## src/rtl/bus_arbiter_pkg.sv

```systemverilog
// Shared types and default widths for the bus_arbiter block.
package bus_arbiter_pkg;

  localparam int DEFAULT_ADDR_WIDTH = 32;
  localparam int DEFAULT_DATA_WIDTH = 32;

  typedef enum logic [1:0] {
    IDLE,
    REQ,
    WAIT,
    RESP
  } state_t;

  typedef enum logic {
    OWNER_FETCH,
    OWNER_MEM
  } owner_t;

endpackage

```

## src/rtl/bus_arbiter.sv

```systemverilog
// Two-requester arbiter (instruction fetch and load/store) in front of a
// single external bus with one outstanding transaction. The memory side
// wins when both ask in the same cycle. Once a request is latched it runs
// to completion on the bus; a response whose requester has since moved on
// is dropped instead of being handed back.
// Optional feature: define BUS_ARBITER_ERROR_EN to add ext_resp_error and
// the fetch_error / mem_error outputs.
module bus_arbiter
  import bus_arbiter_pkg::*;
#(
  parameter int ADDR_WIDTH = DEFAULT_ADDR_WIDTH,
  parameter int DATA_WIDTH = DEFAULT_DATA_WIDTH
) (
  input  logic                    clk,
  input  logic                    reset_n,
  input  logic                    fetch_request,
  input  logic [ADDR_WIDTH-1:0]   fetch_address,
  output logic [DATA_WIDTH-1:0]   fetch_data,
  output logic                    fetch_ready,
  input  logic                    mem_request,
  input  logic                    mem_write,
  input  logic [ADDR_WIDTH-1:0]   mem_address,
  input  logic [DATA_WIDTH-1:0]   mem_wdata,
  input  logic [DATA_WIDTH/8-1:0] mem_strb,
  output logic [DATA_WIDTH-1:0]   mem_rdata,
  output logic                    mem_ready,
  output logic                    ext_valid,
  input  logic                    ext_ready,
  output logic [ADDR_WIDTH-1:0]   ext_address,
  output logic                    ext_write,
  output logic [DATA_WIDTH-1:0]   ext_wdata,
  output logic [DATA_WIDTH/8-1:0] ext_strb,
  input  logic                    ext_resp_valid,
  input  logic [DATA_WIDTH-1:0]   ext_rdata
`ifdef BUS_ARBITER_ERROR_EN
  ,
  input  logic                    ext_resp_error,
  output logic                    fetch_error,
  output logic                    mem_error
`endif
);

  localparam int STRB_WIDTH = DATA_WIDTH / 8;

  state_t                  r_state;
  owner_t                  r_owner;
  logic [ADDR_WIDTH-1:0]   r_addr;
  logic                    r_write;
  logic [DATA_WIDTH-1:0]   r_wdata;
  logic [STRB_WIDTH-1:0]   r_strb;
  logic [DATA_WIDTH-1:0]   r_rdata;
  logic                    r_ext_valid;
`ifdef BUS_ARBITER_ERROR_EN
  logic                    r_err;
`endif

  logic w_resp;

  // Arbitration FSM: latch the winning request, present it until the bus takes it, then capture the response.
  always_ff @(posedge clk or negedge reset_n) begin
    if (!reset_n) begin
      r_state     <= IDLE;
      r_owner     <= OWNER_FETCH;
      r_addr      <= '0;
      r_write     <= 1'b0;
      r_wdata     <= '0;
      r_strb      <= '0;
      r_rdata     <= '0;
      r_ext_valid <= 1'b0;
`ifdef BUS_ARBITER_ERROR_EN
      r_err       <= 1'b0;
`endif
    end else begin
      case (r_state)
        IDLE: begin
          if (mem_request) begin
            r_owner     <= OWNER_MEM;
            r_addr      <= mem_address;
            r_write     <= mem_write;
            r_wdata     <= mem_wdata;
            r_strb      <= mem_strb;
            r_ext_valid <= 1'b1;
            r_state     <= REQ;
          end else if (fetch_request) begin
            r_owner     <= OWNER_FETCH;
            r_addr      <= fetch_address;
            r_write     <= 1'b0;
            r_wdata     <= '0;
            r_strb      <= '1;
            r_ext_valid <= 1'b1;
            r_state     <= REQ;
          end
        end
        REQ: begin
          if (ext_ready) begin
            r_ext_valid <= 1'b0;
            r_state     <= WAIT;
          end
        end
        WAIT: begin
          if (ext_resp_valid) begin
            r_rdata <= ext_rdata;
`ifdef BUS_ARBITER_ERROR_EN
            r_err   <= ext_resp_error;
`endif
            r_state <= RESP;
          end
        end
        RESP: begin
          r_state <= IDLE;
        end
        default: begin
          r_state     <= IDLE;
          r_ext_valid <= 1'b0;
        end
      endcase
    end
  end

  assign w_resp = (r_state == RESP);

  assign ext_valid   = r_ext_valid;
  assign ext_address = r_addr;
  assign ext_write   = r_write;
  assign ext_wdata   = r_wdata;
  assign ext_strb    = r_strb;

  assign fetch_ready = w_resp && (r_owner == OWNER_FETCH) && fetch_request &&
                       (fetch_address == r_addr);
  assign mem_ready   = w_resp && (r_owner == OWNER_MEM) && mem_request;

  assign fetch_data = r_rdata;
  assign mem_rdata  = r_rdata;

`ifdef BUS_ARBITER_ERROR_EN
  assign fetch_error = fetch_ready && r_err;
  assign mem_error   = mem_ready && r_err;
`endif

endmodule

```

## config.mk

```make
export PLATFORM = sky130hd
export DESIGN_NAME = bus_arbiter
export DESIGN_NICKNAME = d
export VERILOG_FILES = /design/src/rtl/bus_arbiter_pkg.sv /design/src/rtl/bus_arbiter.sv
export SDC_FILE = /design/constraint.sdc
export NUM_CORES = 1
export LEC_CHECK = 0
export BUFFER_PORTS_ARGS = -buffer_cell sky130_fd_sc_hd__buf_4
export CAP_MARGIN = 15
export CORE_MARGIN = 4
export CORE_UTILIZATION = 40
export DETAILED_ROUTE_END_ITERATION = 8
export PLACE_DENSITY = 0.76
export SETUP_SLACK_MARGIN = 0.3
export SYNTH_ARGS = -nofsm -noshare
export SYNTH_HDL_FRONTEND = slang
export SYNTH_SLANG_ARGS = --single-unit
```

## constraint.sdc

```tcl
create_clock -name clk -period 1.41 [get_ports clk]
set_clock_uncertainty 0.1 [all_clocks]
set_input_delay 0.141 -clock clk [delete_from_list [all_inputs] [get_ports clk]]
set_output_delay 0.141 -clock clk [all_outputs]
set_load 0.02 [all_outputs]
```

==> results of run 1 <==
-- metrics by stage --
| step | TNS, ns | hold WS (ns) | setup WS (ns) |
|---|---|---|---|
| floorplan | -0.471 | -0.255 | -0.135 |
| global placement | -3.23 | 0.0392 | -0.327 |
| detailed placement | -5.87 | 0.0476 | -0.351 |
| CTS | -50.56 | 0.000251 | -0.647 |
-- routing by layer --
metal / global-route usage, % / GRT overflow
met5: 13.2 / 0
met4: 97.9 / 160
met3: 70.6 / 2
met2: 107 / 323
met1: 83.4 / 3
-- repair_timing --
item,in CTS
gates resized for setup,303
hold endpoints to repair,196
pin swaps,69
setup buffers,76
endpoints found under the setup margin,241
cloned,21
hold buffers,104
-- kinds of logic after synthesis --
kind of cell    Yosys count  synth area share (%)
fa+ha+maj                 4                  1.01
xor+xnor                 32                  5.63
flops                   105                  52.8
compound gates           42                  4.82
buf+inv                  61                  8.24
mux                      64                  13.7
simple gates            162                  13.9
==> qor.yml, run 1 <==
clock_tree:
  cts_max_path_buffers: 2
  cts.sinks: 105
  h-tree-depth: 3
  cts_root_buf: "clkbuf_16"
  cts_buffers: 9
run_status:
  first-error: "[ERROR GRT-0232] Routing congestion too high. Check the congestion heatmap in the GUI."
  outcome: "did not finish"
  lastStage: "global routing"
place:
  io_buffers: 274
  dpl.cell_count: 903
  place_congestion: 0.860
  place_area_sq_um: 7490
  hpwl_um: 11700
synthesis:
  synthArstFlopShare_pct: 100
  synthesis.nets: 613
  synthCells: 470
  synth_top_area_share_pct: 52.8
  ys_warn_count: 0
  yosysMostFrequentCell: "nand2_1"
  ys_seq_area_share_pct: 52.8
  synth.cells.most_frequent: "nand2_1, dfrtp_1, buf_4, nand3_1"
  ys.flop_type: "dfrtp_1"
  synthDistinctLibCells: 27
  ys_ff_latch: 105
  synth_area_leaders: "dfrtp_1, nand2_1, mux2_2, mux2i_1, buf_4"
  synth_edf_count: 0
  yosysTopAreaCell: "dfrtp_1"
  syn_area_sq_um: 4980
  avgSynthCellArea_sq_um: 10.6
global_route:
  grt_max_degree: 62
  grt_usage_pct: 87.4
  grt_overflow: 488
  antenna_found_initial: 6
die:
  row_count: 40
  die_w_um: 120
  io_pins: 275
  start_util_pct: 41.1
  die_h_um: 120
timing:
  crit_endpoint: "fetch_ready"
  worst-ep-kind: "top-level output"
==> run 2, diff against run 1 <==
PLACE_DENSITY = unset   (was 0.76)
PLACE_DENSITY_LB_ADDON = 0.15   (was unset)
SETUP_SLACK_MARGIN = unset   (was 0.3)
clock period = 1.8 ns   (was 1.41 ns; I/O delays follow)
==> qor.yml, run 2 <==
timing:
  setup_viol: 1
  drv_slew: 0
  hold_viol_final: 0
  period_needed_ns: 2.04
  rsz0062_at_grt: "yes"
  clock.fmax_mhz: 490
  worstMarginPinSlew_ns: 0.668
  slew_headroom_pct: 55.3
  period_share_pct: 113
  fin_ws_ns: -0.241
critical_path:
  r2r_cells: 5
  crit_fanout: 2
  worstPathCellList: "xor2_1 > nor4_2 > nand4_1 > nor3_2 > buf_4"
  reg2reg_to: "fetch_data[21]"
  worstSetupEndpointType: "output port"
  ff2ff_setup_slack_ns: 0.14
  cp.required_ns: 1.52
  cp_slowest_cell: "dfrtp_1"
  cp.arrival_ns: 1.76
  crit_family: "simple AND/OR/NAND/NOR gates"
  critPathBufInv: 1
  setup.worst_path.class: "reg2out"
  crit_start: "ext_address[16]"
  timing.rr.start: "r_state[0]"
  critPathMaxStageDelay_ns: 0.39
  startpoint_type: "flip-flop"
synthesis:
  avgSynthCellArea_sq_um: 10.6  # unchanged
  synthDistinctLibCells: 27  # unchanged
  synth.cells.most_frequent: "nand2_1, dfrtp_1, buf_4, nand3_1"  # unchanged
  synthArstFlopShare_pct: 100  # unchanged
  ys_warn_count: 0  # unchanged
  synth.mux.area_fraction_pct: 13.7  # unchanged
  ys_seq_area_share_pct: 52.8  # unchanged
  synth_top_family_by_area: "simple AND/OR/NAND/NOR gates"  # unchanged
  ys_ff_latch: 105  # unchanged
  synthesis.nets: 613  # unchanged
  synth-compound-area-share_pct: 4.82  # unchanged
  synth_edf_count: 0  # unchanged
  synth_top_area_share_pct: 52.8  # unchanged
  synthCells: 470  # unchanged
  ys.flop_type: "dfrtp_1"  # unchanged
  syn_area_sq_um: 4980  # unchanged
  synth_area_leaders: "dfrtp_1, nand2_1, mux2_2, mux2i_1, buf_4"  # unchanged
  yosysMostFrequentCell: "nand2_1"  # unchanged
  yosysTopAreaCell: "dfrtp_1"  # unchanged
  synth-adder-area-share_pct: 1.01  # unchanged
  synth-simple-area-share_pct: 13.9  # unchanged
  synth-xor-area-share_pct: 5.63  # unchanged
pwr:
  finalPower_uw: 13600
  switchingPower_uw: 5760
  p_leak_uw: 0.00415
  p_sw_share_pct: 42.2
  pwr-share-comb_pct: 53.8
  p_seq_share_pct: 31.9
  p_int_uw: 7880
  ir_drop_uv: 801
  p_per_area_nw_per_um2: 1690
  clock_power_share_pct: 14.3
run_status:
  outcome: "finished, violations left"  # was did not finish
  violations: "setup timing"
place:
  hpwl_um: 10700  # was 11700 um
  dpl.cell_count: 862  # was 903
  place_area_sq_um: 6980  # was 7490 sq um
  place_congestion: 0.761  # was 0.860
  io_buffers: 274  # unchanged
  pre_cts_ws_ns: 0.0167  # was -0.351 ns
layout:
  fin_area_sq_um: 8070
  final_core_util_pct: 66.6
  syn_to_final_growth_pct: 62.0
  most-common-layout-cells: "buf_4, nand2_1, dfrtp_1, dlygate4sd3_1, nand3_1"
  drive_gt1_share_pct: 42.8
  final_common_cell: "buf_4"
  fin_cells: 955
  diodes: 0
  nets: 925
clock_tree:
  h-tree-depth: 3  # unchanged
  cts.sinks: 105  # unchanged
  clk_latency_ns: 0.34
  cts_root_buf: "clkbuf_16"  # unchanged
  path_clk_slew_ns: 0.07
  cts_buffers: 9  # unchanged
  cts_tree: "built"
  cts_max_path_buffers: 2  # unchanged
die:
  die_h_um: 120  # unchanged
  start_util_pct: 41.1  # unchanged
  die_w_um: 120  # unchanged
  dieArea_sq_um: 14300
  row_count: 40  # unchanged
  core_area_sq_um: 12100
  io_pins: 275  # unchanged
drt:
  via_count: 4459
  dr.pass1.iters: 4
  routedWlPerCell_um: 16.3
  drc: 0
  vias_per_cell: 4.67
  drt_wl_total_um: 15600
  ant_nets: 0
  drtIter0Drc: 169
global_route:
  grt_usage_pct: 21.4
  grt_pass1_vias: 4635
  grt_max_degree: 106
  grt_pass1_wl_um: 24200
  antenna_found_initial: 0
  grt_overflow: 0
hold_path:
  holdPathStages: 3
  min_path_type: "in2reg"
  hold-path-endpoint: "ext_address[4]"
  min_from: "mem_address[4]"
job:
  drv_cap: 0
-- run 2: cell counts after synthesis --
No cell type changed its count.
-- run 2: metrics by stage --
| step | TNS (ns) | hold WS (ns) |
|---|---|---|
| finish | -0.241 | 0.0132 |
| global route | -0.329 | 0.0175 |
| CTS | -0.228 | 0.00241 |
| detailed placement | 0 | 0.208 |
| global placement | 0 | 0.199 |
| floorplan | 0 | -0.216 |
-- run 2: area by class of cell --
cell class / count / area [sq um]
Multi-Input combinational cell: 304 / 1970
Sequential cell: 105 / 2630
Clock buffer: 14 / 254
Clock inverter: 2 / 37.5
Tap cell: 168 / 210
Fill cell: 947 / 4050
Timing Repair Buffer: 359 / 2950
Inverter: 3 / 11.3
-- run 2: timing repair --
item,4_1_cts,5_1_grt
setup buffers,4,0
endpoints found under the hold margin,177,0
pin swaps,7,1
setup endpoints to repair,1,1
hold buffers,73,0
resized for setup,3,2
cloned,0,0
-- run 2: cells by family (layout without fill, tap and decap cells) --
logic type               count (synthesis)  after routing
AND/OR/NAND/NOR                        162            162
flip-flops                             105            105
multiplexers                            64             64
buffers and inverters                   61            378
AO/OA/AOI/OAI                           42             42
XOR/XNOR                                32             32
adder cells (fa/ha/maj)                  4              4
-- run 2: how the worst max path moves through the flow --
| stage | end | slack, ns | depth (start not counted) |
|---|---|---|---|
| after detailed placement | fetch_ready | 0.02 | 5 |
| after global routing | fetch_ready | -0.33 | 5 |
| after global placement | fetch_ready | 0.02 | 5 |
| final | fetch_ready | -0.24 | 5 |
| after floorplan | fetch_ready | 0.02 | 4 |
| after CTS | fetch_ready | -0.23 | 5 |
-- run 2: routing by layer --
layer  vias up  routed length (um)  global-route usage [%]
met5         -                   0                       0
met4         0                 417                    8.73
met3        24                1310                    6.64
met2       180                8120                    38.0
met1      2096                5710                    23.9
li1       2159                   -                       -
-- run 2: power by group through the flow --
stage	combinational (uW)	clock, uW	sequential [uW]
after floorplan	3050	0	5580
after global placement	7070	0	4300
after detailed placement	7130	0	4380
after CTS	7360	2010	4340
after global routing	7880	2120	4510
final	7340	1960	4350
-- run 2: worst register-to-register path: cells and delay by family, from the launching register on --
kind / cells / cell delay (ns)
flops: 1 / 0.41
fa+ha+maj: 1 / 0.25
simple gates: 1 / 0.12
buf+inv: 2 / 0.29
mux: 1 / 0.37
(Power assumes the default switching activity.)
==> run 3, diff against run 2 <==
PLACE_DENSITY = 0.72   (was unset)
PLACE_DENSITY_LB_ADDON = unset   (was 0.15)
==> qor.yml, run 3 (same netlist as run 2, synthesis figures left out) <==
run_status:
  outcome: "finished, violations left"  # unchanged
  violations: "setup timing"  # unchanged
critical_path:
  startpoint_type: "flip-flop"  # unchanged
  cp.arrival_ns: 1.75  # was 1.76 ns
  cp.required_ns: 1.52  # about the same
  worstSetupEndpointType: "output port"  # unchanged
  crit_fanout: 3  # was 2
  setup.worst_path.class: "reg2out"  # unchanged
drt:
  vias_per_cell: 4.71  # was 4.67
  dr.pass1.iters: 4  # unchanged
  drtIter0Drc: 214  # was 169
  via_count: 4503  # was 4459
  ant_nets: 0  # unchanged
  drt_wl_total_um: 16300  # was 15600 um
  routedWlPerCell_um: 17.0  # was 16.3 um
  drc: 0  # unchanged
timing:
  fin_setup_tns_ns: -0.225  # was -0.241 ns
  fin_ws_ns: -0.225  # was -0.241 ns
  hold_viol_final: 0  # unchanged
  clock.fmax_mhz: 494  # was 490 MHz
  rsz0062_at_grt: "yes"  # unchanged
  period_needed_ns: 2.03  # was 2.04 ns
  period_share_pct: 113  # about the same
  slew_headroom_pct: 66.6  # was 55.3%
  hold_slack_ns: 0.0180  # was 0.0132 ns
  drv_slew: 0  # unchanged
  worstMarginPinSlew_ns: 0.498  # was 0.668 ns
  setup_viol: 1  # unchanged
layout:
  nFillCells: 943  # was 947
  seq_area_sq_um: 2630  # unchanged
  most-common-layout-cells: "buf_4, nand2_1, dfrtp_1, dlygate4sd3_1, nand3_1"  # unchanged
  drive_gt1_share_pct: 43.7  # was 42.8%
  multi_input_area_sq_um: 1970  # unchanged
  syn_to_final_growth_pct: 63.1  # was 62.0%
  final_common_cell: "buf_4"  # unchanged
  nets: 925  # unchanged
place:
  pre_cts_ws_ns: 0.0300  # was 0.0167 ns
  io_buffers: 274  # unchanged
  hpwl_um: 11400  # was 10700 um
  place_congestion: 0.805  # was 0.761
global_route:
  grt_pass1_vias: 4836  # was 4635
  grt_pass1_wl_um: 25300  # was 24200 um
  grt_overflow: 0  # unchanged
  grt_max_degree: 44  # was 106
  grt_usage_pct: 22.5  # was 21.4%
  antenna_found_initial: 0  # unchanged
clock_tree:
  path_clk_slew_ns: 0.07  # about the same
  cts_tree: "built"  # unchanged
  cts_max_path_buffers: 2  # unchanged
  cts_buffers: 9  # unchanged
  cts.sinks: 105  # unchanged
  clk_latency_ns: 0.34  # about the same
  h-tree-depth: 3  # unchanged
  cts_root_buf: "clkbuf_16"  # unchanged
die:
  die_h_um: 120  # unchanged
  io_pins: 275  # unchanged
  dieArea_sq_um: 14300  # unchanged
  core_area_sq_um: 12100  # unchanged
  start_util_pct: 41.1  # unchanged
  row_count: 40  # unchanged
  die_w_um: 120  # unchanged
hold_path:
  min_path_type: "in2reg"  # unchanged
job:
  drv_cap: 0  # unchanged
pwr:
  p_leak_uw: 0.00418  # was 0.00415 uW
  p_per_area_nw_per_um2: 1710  # was 1690 nW/um^2
  ir_drop_uv: 833  # was 801 uV
run 3: cell count changes in the layout (fill, tap and decap cells not counted), sizes merged:
cell | before | now
clkbuf | 14 | 10
buf | 286 | 289
dlygate4sd3 | 73 | 70
bufinv | 1 | 2
clkinv | 0 | 1
clkinvlp | 1 | 2
diode | 0 | 1
inv | 3 | 4
run 3: final cells by class:
cell class              count  share of cell area, %
inverters                   3                  0.139
flip-flops and latches    105                   32.4
repair buffers            359                   36.6
diodes                      1                 0.0308
multi-input cells         304                   24.3
clock buffers              10                   2.94
well taps                 168                   2.59
clock inverters             6                   1.09
run 3: through the flow:
stage / utilization, % / std cells / area, sq um / power (uW)
after global routing: 67.0 / 955 / 8120 / 14800
after detailed placement: 58.0 / 864 / 7020 / 11600
after CTS: 66.9 / 954 / 8100 / 14000
final: 67.1 / 956 / 8120 / 13900
after global placement: 58.0 / 864 / 7020 / 11400
after floorplan: - / 470 / 4980 / 8630
run 3: worst paths after layout:
kind,to,cells after the start,slack [ns],from
hold / removal,ext_address[2],3,0.02,mem_address[2]
max in group asynchronous,fetch_data[31],3,0.82,reset_n
setup / recovery,fetch_ready,5,-0.23,ext_address[19]
setup reg to reg,fetch_data[26],5,0.15,r_state[0]
min in group asynchronous,ext_wdata[6],2,0.22,reset_n
hold reg to reg,ext_wdata[28],2,0.37,ext_wdata[28]
run 3: layer usage:
| layer | track usage (%) | vias to the layer above | share of wire [%] |
|---|---|---|---|
| met5 | 0 | - | 0 |
| met4 | 10.2 | 0 | 3.3 |
| met3 | 5.84 | 35 | 7.3 |
| met2 | 40.8 | 204 | 53 |
| met1 | 24.5 | 2100 | 37 |
| li1 | - | 2164 | - |
run 3: worst max-delay path, stage by stage (launching register included):
cell	delay (ns)
dfrtp_1	0.40
xor2_1	0.16
nor4_2	0.34
nand4_1	0.15
nor3_2	0.18
buf_4	0.17
run 3: repair_timing:
action,in CTS,in global routing
hold buffers,70,0
pin swaps,5,2
endpoints found under the hold margin,94,0
setup buffers,4,1
resized for setup,3,2
endpoints found under the setup margin,1,1
run 3: report_power, final:
part           internal (uW)  switching, uW
sequential              3490            861
combinational           3320           4120
clock                   1260            875
total                   8070           5860
==> run 4, diff against run 3 <==
PLACE_DENSITY = 0.73   (was 0.72)
==> qor.yml, run 4 (same netlist as run 2, synthesis figures left out) <==
place:
  place_congestion: 0.820  # was 0.805
  io_buffers: 274  # unchanged
  hpwl_um: 11200  # was 11400 um
  place_area_sq_um: 6990  # was 7020 sq um
drt:
  dr.pass1.iters: 4  # unchanged
  via_count: 4515  # was 4503
  ant_nets: 0  # unchanged
  vias_per_cell: 4.72  # was 4.71
  drtIter0Drc: 188  # was 214
  routedWlPerCell_um: 16.4  # was 17.0 um
  drc: 0  # unchanged
  drt_wl_total_um: 15700  # was 16300 um
timing:
  setup_viol: 1  # unchanged
  rsz0062_at_grt: "yes"  # unchanged
  hold_slack_ns: 0.0133  # was 0.0180 ns
  clock.fmax_mhz: 494  # about the same
  drv_slew: 0  # unchanged
  fin_ws_ns: -0.222  # was -0.225 ns
  period_share_pct: 112  # was 113%
  worstMarginPinSlew_ns: 0.444  # was 0.498 ns
  slew_headroom_pct: 70.4  # was 66.6%
  hold_viol_final: 0  # unchanged
  period_needed_ns: 2.02  # was 2.03 ns
global_route:
  grt_overflow: 0  # unchanged
  grt_pass1_vias: 4776  # was 4836
  antenna_found_initial: 0  # unchanged
  grt_usage_pct: 21.5  # was 22.5%
  grt_max_degree: 73  # was 44
  grt_pass1_wl_um: 24300  # was 25300 um
clock_tree:
  cts.sinks: 105  # unchanged
  cts_root_buf: "clkbuf_16"  # unchanged
  cts_buffers: 9  # unchanged
  h-tree-depth: 3  # unchanged
  cts_tree: "built"  # unchanged
  clk_latency_ns: 0.34  # about the same
  path_clk_slew_ns: 0.07  # about the same
  cts_max_path_buffers: 2  # unchanged
layout:
  fin_area_sq_um: 8090  # was 8120 sq um
  nFillCells: 908  # was 943
  most-common-layout-cells: "buf_4, nand2_1, dfrtp_1, dlygate4sd3_1, nand3_1"  # unchanged
  final_common_cell: "buf_4"  # unchanged
  nets: 926  # was 925
  drive_gt1_share_pct: 43.7  # about the same
  syn_to_final_growth_pct: 62.4  # was 63.1%
critical_path:
  cp.arrival_ns: 1.74  # was 1.75 ns
  startpoint_type: "flip-flop"  # unchanged
  critPathMaxStageDelay_ns: 0.44  # was 0.40 ns
  cp.required_ns: 1.52  # about the same
  worstSetupEndpointType: "output port"  # unchanged
  critPathBufInv: 1  # unchanged
  crit_family: "simple AND/OR/NAND/NOR gates"  # unchanged
  setup.worst_path.class: "reg2out"  # unchanged
  cp_slowest_cell: "dfrtp_1"  # unchanged
  worstPathCellList: "xor2_2 > nor4_4 > nand4_1 > nor3_1 > buf_4"  # was xor2_1 > nor4_2 > nand4_1 > nor3_2 > buf_4
  crit_fanout: 3  # unchanged
die:
  start_util_pct: 41.1  # unchanged
  row_count: 40  # unchanged
  io_pins: 275  # unchanged
  dieArea_sq_um: 14300  # unchanged
  die_w_um: 120  # unchanged
  core_area_sq_um: 12100  # unchanged
  die_h_um: 120  # unchanged
run_status:
  violations: "setup timing"  # unchanged
  outcome: "finished, violations left"  # unchanged
pwr:
  p_leak_uw: 0.00416  # was 0.00418 uW
  p_per_area_nw_per_um2: 1700  # was 1710 nW/um^2
  ir_drop_uv: 775  # was 833 uV
job:
  drv_cap: 0  # unchanged
hold_path:
  min_path_type: "in2reg"  # unchanged
## run 4: cell type report
class                           count  area (sq um)  area share [%]
Sequential cell                   105          2630            32.5
Clock buffer                       14           274            3.39
Antenna cell                        1          2.50          0.0309
Clock inverter                      2          35.0           0.433
Multi-Input combinational cell    304          2000            24.7
Inverter                            3          11.3           0.139
Timing Repair Buffer              360          2930            36.2
Tap cell                          168           210            2.60
## run 4: path summary, 6_finish.rpt
path | from | end | slack, ns | cells past startpoint
setup / recovery | ext_address[8] | fetch_ready | -0.22 | 5
hold / removal | mem_strb[0] | ext_strb[0] | 0.01 | 3
setup reg to reg | r_state[0] | ext_wdata[12] | 0.16 | 6
hold reg to reg | ext_wdata[18] | ext_wdata[18] | 0.37 | 2
max in group asynchronous | reset_n | ext_wdata[14] | 0.84 | 3
min in group asynchronous | reset_n | ext_address[6] | 0.11 | 2
## run 4: power by group
part / internal [uW] / switching (uW)
Sequential: 3490 / 890
Clock: 1190 / 821
Combinational: 3240 / 4100
## run 4: metal layers
layer  share of wire, %  GRT usage, %  vias to the layer above
met4                3.3          9.66                        0
met2                 51          37.9                      210
met5                  0             0                        -
li1                   -             -                     2164
met1                 37          23.9                     2100
met3                8.0          6.36                       41
## run 4: worst register-to-register path: cells and delay by family (launching register included)
family / cells / cell delay, ns
fa+ha+maj: 1 / 0.21
flops: 1 / 0.41
buf+inv: 3 / 0.63
simple gates: 2 / 0.22
## run 4: stage by stage
step | setup slack (ns) | std cells | utilization (%) | setup TNS (ns) | power (uW)
global placement | 0.0734 | 866 | 57.7 | 0 | 11300
floorplan | 0.0197 | 470 | - | 0 | 8630
CTS | -0.232 | 953 | 66.3 | -0.232 | 13700
detailed placement | 0.0878 | 866 | 57.7 | 0 | 11500
global route | -0.325 | 956 | 66.7 | -0.325 | 14600
finish | -0.222 | 957 | 66.8 | -0.222 | 13700
## run 4: repair_timing
action | 4_1_cts | 5_1_grt
hold buffers | 71 | 0
pin swaps | 4 | 3
setup buffers | 0 | 3
hold endpoints to repair | 175 | 0
setup endpoints to repair | 1 | 1
resized for setup | 4 | 4
